<file path="src/rtl/board_io_pkg.sv">
// Shared constants and elaboration helpers for the board I/O conditioner.
// Optional auto-repeat is enabled with the BOARD_IO_REPEAT_EN macro.
package board_io_pkg;

  localparam int unsigned DefaultChannels       = 4;
  localparam int unsigned DefaultSyncStages     = 2;
  localparam int unsigned DefaultDebounceCycles = 16;
  localparam int unsigned DefaultRepeatDelay    = 1024;
  localparam int unsigned DefaultRepeatPeriod   = 256;

  // Counter width able to hold values 0..value-1, never narrower than one bit.
  function automatic int unsigned cnt_width(input int unsigned value);
    return (value <= 1) ? 1 : $clog2(value);
  endfunction

  function automatic bit channels_ok(input int unsigned channels);
    return (channels >= 1) && (channels <= 64);
  endfunction

  function automatic bit channel_params_ok(input int unsigned sync_stages,
                                           input int unsigned repeat_delay,
                                           input int unsigned repeat_period);
    return (sync_stages >= 2) && (repeat_delay >= 1) && (repeat_period >= 1);
  endfunction

endpackage

</file>
<file path="src/rtl/board_io_channel.sv">
// One conditioned input: inversion, synchroniser, debounce, edge pulses and
// (with BOARD_IO_REPEAT_EN) auto-repeat press pulses.
module board_io_channel
  import board_io_pkg::*;
#(
  parameter int unsigned SYNC_STAGES     = DefaultSyncStages,
  parameter int unsigned DEBOUNCE_CYCLES = DefaultDebounceCycles,
  parameter bit          ACTIVE_LOW      = 1'b1,
  parameter int unsigned REPEAT_DELAY    = DefaultRepeatDelay,
  parameter int unsigned REPEAT_PERIOD   = DefaultRepeatPeriod
) (
  input  logic clock,
  input  logic reset,
  input  logic raw,
  output logic level,
  output logic rise,
  output logic fall,
  output logic press
);

  if (!channel_params_ok(SYNC_STAGES, REPEAT_DELAY, REPEAT_PERIOD)) begin : g_bad_params
    $error("board_io_channel: SYNC_STAGES must be >= 2, REPEAT_* must be >= 1");
  end

  logic                   norm;
  logic                   synced;
  logic [SYNC_STAGES-1:0] sync_q;
  logic                   level_d, level_q;
  logic                   rise_q, fall_q;

  assign norm   = raw ^ ACTIVE_LOW;
  assign synced = sync_q[SYNC_STAGES-1];

  always_ff @(posedge clock) begin
    if (reset) sync_q <= '0;
    else       sync_q <= {sync_q[SYNC_STAGES-2:0], norm};
  end

  if (DEBOUNCE_CYCLES == 0) begin : g_bypass
    assign level_d = synced;
  end else begin : g_debounce
    localparam int unsigned    CntW    = cnt_width(DEBOUNCE_CYCLES + 1);
    localparam logic [CntW-1:0] CntLast = CntW'(DEBOUNCE_CYCLES - 1);
    logic [CntW-1:0] cnt_q;

    // Any sample matching the current level restarts the count from zero.
    always_ff @(posedge clock) begin
      if (reset)                                   cnt_q <= '0;
      else if (synced == level_q || cnt_q == CntLast) cnt_q <= '0;
      else                                         cnt_q <= cnt_q + 1'b1;
    end

    assign level_d = (synced != level_q && cnt_q == CntLast) ? synced : level_q;
  end

  always_ff @(posedge clock) begin
    if (reset) begin
      level_q <= 1'b0;
      rise_q  <= 1'b0;
      fall_q  <= 1'b0;
    end else begin
      level_q <= level_d;
      rise_q  <= level_d & ~level_q;
      fall_q  <= ~level_d & level_q;
    end
  end

  assign level = level_q;
  assign rise  = rise_q;
  assign fall  = fall_q;

`ifdef BOARD_IO_REPEAT_EN
  localparam int unsigned RepMax = (REPEAT_DELAY > REPEAT_PERIOD) ? REPEAT_DELAY : REPEAT_PERIOD;
  localparam int unsigned RepW   = cnt_width(RepMax + 1);
  localparam logic [RepW-1:0] RepDelayLast  = RepW'(REPEAT_DELAY - 1);
  localparam logic [RepW-1:0] RepPeriodLast = RepW'(REPEAT_PERIOD - 1);

  logic [RepW-1:0] rep_q;
  logic            press_q;

  // Down-counter to the next repeat; only runs while the level stays high.
  always_ff @(posedge clock) begin
    if (reset) begin
      rep_q   <= '0;
      press_q <= 1'b0;
    end else begin
      press_q <= 1'b0;
      if (level_d && !level_q) begin
        rep_q   <= RepDelayLast;
        press_q <= 1'b1;
      end else if (!level_d) begin
        rep_q <= '0;
      end else if (rep_q == '0) begin
        rep_q   <= RepPeriodLast;
        press_q <= 1'b1;
      end else begin
        rep_q <= rep_q - 1'b1;
      end
    end
  end

  assign press = press_q;
`else
  assign press = rise_q;
`endif

endmodule

</file>
<file path="src/rtl/board_io_conditioner.sv">
// Multi-channel button/switch front-end: one board_io_channel per input plus a
// registered any-change flag. Auto-repeat is enabled with BOARD_IO_REPEAT_EN.
module board_io_conditioner
  import board_io_pkg::*;
#(
  parameter int unsigned          CHANNELS        = DefaultChannels,
  parameter int unsigned          SYNC_STAGES     = DefaultSyncStages,
  parameter int unsigned          DEBOUNCE_CYCLES = DefaultDebounceCycles,
  parameter logic [CHANNELS-1:0]  ACTIVE_LOW_MASK = '1,
  parameter int unsigned          REPEAT_DELAY    = DefaultRepeatDelay,
  parameter int unsigned          REPEAT_PERIOD   = DefaultRepeatPeriod
) (
  input  logic                clock,
  input  logic                reset,
  input  logic [CHANNELS-1:0] raw_in,
  output logic [CHANNELS-1:0] level_out,
  output logic [CHANNELS-1:0] rise_pulse,
  output logic [CHANNELS-1:0] fall_pulse,
  output logic [CHANNELS-1:0] press_pulse,
  output logic                any_change
);

  if (!channels_ok(CHANNELS)) begin : g_bad_channels
    $error("board_io_conditioner: CHANNELS must be in 1..64");
  end

  for (genvar i = 0; i < CHANNELS; i++) begin : g_chan
    board_io_channel #(
      .SYNC_STAGES    (SYNC_STAGES),
      .DEBOUNCE_CYCLES(DEBOUNCE_CYCLES),
      .ACTIVE_LOW     (ACTIVE_LOW_MASK[i]),
      .REPEAT_DELAY   (REPEAT_DELAY),
      .REPEAT_PERIOD  (REPEAT_PERIOD)
    ) u_chan (
      .clock(clock),
      .reset(reset),
      .raw  (raw_in[i]),
      .level(level_out[i]),
      .rise (rise_pulse[i]),
      .fall (fall_pulse[i]),
      .press(press_pulse[i])
    );
  end

  always_ff @(posedge clock) begin
    if (reset) any_change <= 1'b0;
    else       any_change <= |(rise_pulse | fall_pulse);
  end

endmodule

</file>
<file path="config.mk">
export PLATFORM = sky130hd
export DESIGN_NAME = board_io_conditioner
export DESIGN_NICKNAME = d
export VERILOG_FILES = /design/src/rtl/board_io_pkg.sv /design/src/rtl/board_io_channel.sv /design/src/rtl/board_io_conditioner.sv
export SDC_FILE = /design/constraint.sdc
export NUM_CORES = 1
export LEC_CHECK = 0
export ABC_CLOCK_PERIOD_IN_PS = 1400
export BUFFER_PORTS_ARGS = -buffer_cell sky130_fd_sc_hd__buf_4
export CAP_MARGIN = 10
export CORE_MARGIN = 3
export CORE_UTILIZATION = 40
export CTS_CLUSTER_DIAMETER = 150
export DETAILED_ROUTE_END_ITERATION = 8
export PLACE_DENSITY_LB_ADDON = 0.08
export SLEW_MARGIN = 10
export SYNTH_ARGS = -nofsm -noshare
export SYNTH_HDL_FRONTEND = slang
export SYNTH_SLANG_ARGS = --single-unit
</file>
<file path="constraint.sdc">
create_clock -name clock -period 1.4 [get_ports clock]
set_input_delay 0.42 -clock clock [delete_from_list [all_inputs] [get_ports clock]]
set_output_delay 0.42 -clock clock [all_outputs]
set_load 0.1 [all_outputs]
</file>
==> reports/qor.yml, run 1 <==
status: "finished clean"
hold_depth: 2
critPathSlowestCell: "or3_4"
antenna_cells: 0
critPathMaxStageDelay_ps: 410
syn_area_um2: 1520
p_per_area_nw_per_um2: 1060
grt_pass1_wl_um: 3900
first_pass_iters: 3
seq_power_share_pct: 53.8
synth_compound_area_share_pct: 0.329
synth_seq_cells: 41
layout-drive-gt1-share_pct: 51.2
totalWireLength_um: 2490
critPathLaunchType: "flop"
hold_path_class: "in -> reg"
synth_top_family_by_area: "simple AND/OR/NAND/NOR gates"
finalCritPeriodShare_pct: 99.8
timing.fmax_mhz: 716
synth_area_leaders: "dfxtp_1 54%, buf_4 7.9%, nor2_1 6.9%, ha_1 6.6%, xnor2_1 4.6%"
dp_hpwl_um: 1600
path_common_cell: "ha_4"
wl_per_cell_um: 11.5
die_h_um: 67.7
postRouteAntennaNets: 0
yosysUniqueCellTypes: 17
critPathCaptureType: "flop"
num_vias: 988
fin_cells: 216
cts_tree: "done"
p_clk_share_pct: 43.7
cap_violations: 0
start_util_pct: 43.5
die-area_um2: 4580
r2r_cells: 5
maxSlewViolCount: 0
hold_viol: 0
hold_slack_ps: 273
regToRegEndpoint: "g_chan[2].u_chan.g_debounce.cnt_q[2]$_SDFF_PP0_"
swShare_pct: 19.1
p_leak_nw: 0.770
maxSlewHeadroom_pct: 81.4
tightest_slew_ps: 281
ir_drop_mv: 0.598
synth_adder_area_share_pct: 6.58
synth-xor-area-share_pct: 6.91
hold_end: "g_chan[3].u_chan.sync_q[0]$_SDFF_PP0_"
synth_seq_area_share_pct: 53.9
period_minus_slack_ps: 1400
combPwrFrac_pct: 2.5
antenna_found_initial: 0
cts_htree_levels: 2
viasPerCell: 4.57
crit_chain: "ha_4 > and3_4 > ha_4 > or3_4 > nor2_1"
fin_util_pct: 59.5
gp_congestion: 0.709
yosys.area_share.simple_pct: 19.2
syn_inst: 146
cp_max_fo: 5
synthMuxAreaShare_pct: 2.63
grt_pass1_vias: 906
grt_setup_unrepaired: "yes"
arrival_ps: 1630
synth_nets: 160
drtIter0Drc: 26
gr-total-overflow: 0
fin_skew_ps: 6.63
dp_cells: 206
clk_pin_slew_ps: 80
std_cell_rows: 21
cts_root_buf: "clkbuf_8"
ioPinCount: 23
synth_area_per_cell_um2: 10.4
r2r-start: "g_chan[2].u_chan.g_debounce.cnt_q[1]$_SDFF_PP0_"
p_sw_mw: 0.422
p_int_mw: 1.79
critPathKind: "reg -> reg"
holdCritStartpoint: "raw_in[3]"
crit_required_ps: 1630
rrSetupSlack_ps: 3
yosys_warnings: 0
yosys.area.top_type: "dfxtp_1"
clock-sinks: 41
track_usage_pct: 11.9
remaining_drc_errors: 0
fin_nets: 183
synth_top_area_share_pct: 53.9
clk_latency_ps: 290
cts_buffers: 5
area_growth_pct: 36.7
grt_start_max_net_pins: 16
clk_path_buf_depth: 2
portBuffers: 22
die_w_um: 67.7
coreArea_um2: 3490
setup_viol: 0
-- cell usage after synthesis --
library cell and count:
xnor2_1 8, mux2i_1 4, nor4_1 2, clkbuf_1 2
xor2_1 4, dfxtp_1 41, and3_1 4, buf_4 16
ha_1 8, inv_1 8, nand3_1 4, a21oi_1 1
nor2b_1 4, nor4bb_1 4, or3_4 4, nor2_1 28
nor3_1 4
-- worst max-delay path: cells and delay by family (launching register included) --
| kind | cells | cell delay [ps] |
|---|---|---|
| adder cells (fa/ha/maj) | 2 | 300 |
| flip-flops | 1 | 340 |
| AND/OR/NAND/NOR | 3 | 700 |
-- worst max-delay path by stage --
stage / start / end / slack [ps]
after global routing: g_chan[1].u_chan.g_debounce.cnt_q[0]$_SDFF_PP0_ / g_chan[1].u_chan.press$_SDFF_PP0_ / -40
after floorplan: g_chan[1].u_chan.g_debounce.cnt_q[0]$_SDFF_PP0_ / g_chan[1].u_chan.g_debounce.cnt_q[2]$_SDFF_PP0_ / 0.4
after detailed placement: g_chan[2].u_chan.g_debounce.cnt_q[0]$_SDFF_PP0_ / g_chan[2].u_chan.g_debounce.cnt_q[2]$_SDFF_PP0_ / -60
after global placement: g_chan[1].u_chan.g_debounce.cnt_q[0]$_SDFF_PP0_ / g_chan[1].u_chan.g_debounce.cnt_q[4]$_SDFF_PP0_ / -20
final: g_chan[2].u_chan.g_debounce.cnt_q[1]$_SDFF_PP0_ / g_chan[2].u_chan.g_debounce.cnt_q[2]$_SDFF_PP0_ / 3
after CTS: g_chan[0].u_chan.g_debounce.cnt_q[1]$_SDFF_PP0_ / g_chan[0].u_chan.press$_SDFF_PP0_ / -2
-- state kept, by name, summed over array words and instances (netlist names) --
signal	cells
g_chan.u_chan.press	4
g_chan.u_chan.fall	4
any_change	1
g_chan.u_chan.level	4
g_chan.u_chan.sync_q	8
g_chan.u_chan.g_debounce.cnt_q	20
-- timing repair --
action | 4_1_cts | 5_1_grt
resized for setup | 14 | 48
buffers inserted | 0 | 2
setup endpoints to repair | 24 | 40
hold buffers | 0 | 0
pin swaps | 9 | 10
-- through the flow --
step | worst slack [ps] | cell area [µm²] | power (mW) | setup TNS, ps
final | 3.26 | 2080 | 2.21 | 0
after global routing | -35.7 | 2080 | 2.29 | -414
after CTS | -1.83 | 1860 | 2.22 | -1.83
after detailed placement | -60.0 | 1700 | 1.26 | -451
after global placement | -15.9 | 1700 | 1.26 | -38.6
after floorplan | 0.441 | 1530 | 1.24 | 0
-- layer usage --
metal	up-vias	track usage, %	part of all wire [%]
li1	504	-	-
met1	451	13.5	45
met2	26	18.1	47
met3	7	5.49	6.5
met4	0	6.84	2.2
met5	-	0	0
-- final cells by class --
type                    instances  area [µm²]
repair buffers                 34         300
fillers                       289        1420
inverters                       8        30.0
well taps                      46        57.6
clock inverters                 1        30.0
multi-input cells              79         734
clock buffers                   7        86.3
flip-flops and latches         41         841
-- kinds of logic after synthesis --
| logic type | Yosys count |
|---|---|
| flops | 41 |
| fa+ha+maj | 8 |
| compound gates | 1 |
| xor+xnor | 12 |
| buf+inv | 26 |
| simple gates | 54 |
| mux | 4 |
-- power groups by stage --
stage	Combinational, mW	Sequential [mW]	Clock [mW]
3_3_place_gp	0.0488	1.21	0
6_report	0.0555	1.19	0.965
3_5_place_dp	0.0498	1.21	0
2_1_floorplan	0.0267	1.21	0
4_1_cts	0.0505	1.19	0.987
5_1_grt	0.0625	1.19	1.04
-- placed cells by master (no fill, tap or decap), types with 3 or more instances in the layout --
cell type  instances
xnor2_1            8
buf_4             26
nor2_1            14
nor4bb_1           3
buf_8              4
nand3_1            4
clkbuf_8           6
buf_6              4
nor2_2            14
dfxtp_1           29
or3_4              4
nor2b_1            4
and3_4             4
nor3_1             3
xor2_1             4
dfxtp_2           10
inv_1              8
ha_4               8
(Power assumes the default switching activity.)
==> inputs of run 2 (changes only) <==
ABC_AREA = 1   (was unset)
ABC_CLOCK_PERIOD_IN_PS = 1300   (was 1400)
clock period = 1.3 ns   (was 1.4 ns; I/O delays follow)
==> run 2 against run 1 <==
The flow now finishes with violations (setup timing); combinational power up 23%; clock skew fell by 4.2 ps; sequential share of layout area fell by 1.8 points; global-route usage decreased by 0.24 points; non-clock buffer count is 5 lower; die area increased by 7.9%; hold slack got worse by 31 ps; flip-flop and latch count is the same; via count rose by 20%; power down 4.1%; register-to-register slack got worse by 30 ps; critical endpoint is now g_chan[2].u_chan.level$_SDFF_PP0_; largest power group unchanged.
==> reports/qor.yml, run 2 <==
p_leak_nw: 0.786
synthArstFlopShare_pct: 0
viasPerCell: 4.66
final_cell_mix: "36 x nor2_1, 26 x dfxtp_1, 23 x inv_1"
cts_tree: "done"
setup_viol: 1
area_growth_pct: 33.7
grt_pass1_wl_um: 4520
synth.most_common_cell: "nor2_1"
synth_seq_area_share_pct: 49.6
synth_area_per_cell_um2: 8.80
layout_commonest_cell: "nor2_1"
crit_required_ps: 1500
cts-hold-fix-buffers: 0
p_per_area_nw_per_um2: 957
std_cell_rows: 22
grt_start_max_net_pins: 26
fin_ws_ps: -22.8
synth_edf_count: 0
cap_violations: 0
layout-drive-gt1-share_pct: 41.7
grt_pass1_vias: 1103
maxSlewViolCount: 0
syn_inst: 188
grt_setup_unrepaired: "yes"
cts_buffers: 5
wl_per_cell_um: 11.3
coreArea_um2: 3830
remaining_drc_errors: 0
top_regs: "g_chan.u_chan.g_debounce.cnt_q: 20 flops, g_chan.u_chan.sync_q: 8 flops"
failed_checks: "setup timing"
largest_reg_flops: 20
track_usage_pct: 11.6
top_register: "g_chan.u_chan.g_debounce.cnt_q"
clock-sinks: 41
place_ws_ps: -9.99
clk_pin_slew_ps: 70
timing.fmax_mhz: 756
synthFlopType: "dfxtp_1"
hold_path_class: "in -> reg"
cts_htree_levels: 2
die_h_um: 70.3
gr-total-overflow: 0
gp_congestion: 0.698
num-fill-cells: 341
start_util_pct: 43.2
fin_skew_ps: 2.38
synth_seq_cells: 41
maxSlewHeadroom_pct: 77.1
critPathLaunchType: "flop"
totalWireLength_um: 2870
die-area_um2: 4940
synth_top_area_share_pct: 49.6
hold_slack_ps: 242
cp_max_fo: 4
syn_area_um2: 1650
antenna_found_initial: 0
ioPinCount: 23
first_pass_iters: 4
die_w_um: 70.3
clk_path_buf_depth: 2
synth_nets: 202
cts_root_buf: "clkbuf_8"
synthTopCellsByCount: "42 x nor2_1, 41 x dfxtp_1, 25 x inv_1"
finalCritPeriodShare_pct: 102
synth_area_leaders: "dfxtp_1 50%, nor2_1 9.5%, buf_4 7.3%, ha_1 6.1%, inv_1 5.7%"
dp_hpwl_um: 1890
drtIter0Drc: 35
hold_viol: 0
yosys_warnings: 0
status: "finished with violations"
fin_nets: 219
critPathCaptureType: "flop"
yosys.area.top_type: "dfxtp_1"
clk_latency_ps: 290
arrival_ps: 1520
ir_drop_mv: 0.642
critPathKind: "reg -> reg"
num_vias: 1183
portBuffers: 22
antenna_cells: 0
tightest_slew_ps: 344
period_minus_slack_ps: 1320
yosysUniqueCellTypes: 16
postRouteAntennaNets: 0
==> run 2: changes by cell type after synthesis, moves of 6 or more <==
cell     change
nand2_1     +18
inv_1       +17
nor2_1      +14
nor4_2       +7
a21oi_1      +6
==> run 2: worst max-delay path, cell delays in order, from the launching register on <==
cell,delay (ps)
dfxtp_4,370
ha_4,140
nand2_2,50
nor2_2,120
ha_2,230
buf_6,110
nor2_2,30
a211oi_2,190
==> run 2: kinds of logic (layout without fill, tap and decap cells) <==
kind of cell / after synthesis / in the layout / synth area share, %
buffers and inverters: 47 / 65 / 15.7
and+or+nand+nor: 77 / 77 / 22.6
adders and majority gates: 8 / 8 / 6.05
DFF: 41 / 41 / 49.6
AOI/OAI and AO/OA: 11 / 11 / 3.93
xor gates and xnor gates: 4 / 4 / 2.12
==> run 2: worst paths after layout <==
path,from,end,slack (ps),depth (start not counted)
worst max-delay path,g_chan[2].u_chan.g_debounce.cnt_q[1]$_SDFF_PP0_,g_chan[2].u_chan.level$_SDFF_PP0_,-20,7
worst min register to register,g_chan[1].u_chan.sync_q[0]$_SDFF_PP0_,g_chan[1].u_chan.sync_q[1]$_SDFF_PP0_,400,2
worst max register to register,g_chan[2].u_chan.g_debounce.cnt_q[1]$_SDFF_PP0_,g_chan[2].u_chan.level$_SDFF_PP0_,-20,7
worst min-delay path,raw_in[0],g_chan[0].u_chan.sync_q[0]$_SDFF_PP0_,240,2
==> run 2: area by class of cell <==
cell class,count,area [µm²],area share (%)
flip-flops and latches,41,855,38.6
clock buffers,8,80.1,3.62
well taps,48,60.1,2.71
inverters,28,105,4.75
repair buffers,29,403,18.2
multi-input cells,100,709,32.1
==> run 2: where the power goes <==
group | total, mW | internal (mW) | leakage (nW) | switching [mW]
Clock | 0.781 | 0.381 | 0.0395 | 0.400
Sequential | 1.27 | 1.26 | 0.342 | 0.00915
Combinational | 0.0684 | 0.0266 | 0.405 | 0.0417
==> run 2: repair_timing <==
| item | in CTS | in global routing |
|---|---|---|
| setup buffers | 0 | 4 |
| endpoints found under the setup margin | 30 | 42 |
| resized for setup | 49 | 51 |
| pin swaps | 4 | 11 |
==> run 2: stage by stage <==
step / util, % / power [mW] / instance area, µm² / setup TNS [ps] / instances
floorplan: - / 1.35 / 1650 / 0 / 188
global placement: 45.7 / 1.36 / 1750 / 0 / 242
detailed placement: 45.7 / 1.37 / 1750 / -33.5 / 242
CTS: 52.0 / 2.15 / 1990 / 0 / 250
global route: 57.8 / 2.20 / 2210 / -327 / 254
finish: 57.8 / 2.12 / 2210 / -22.8 / 254
==> run 2: routing by layer <==
layer	GRT usage [%]	wire length [µm]	vias up
li1	-	-	609
met4	5.74	58	0
met5	0	0	-
met3	5.04	136	7
met2	20.0	1520	21
met1	11.9	1150	546
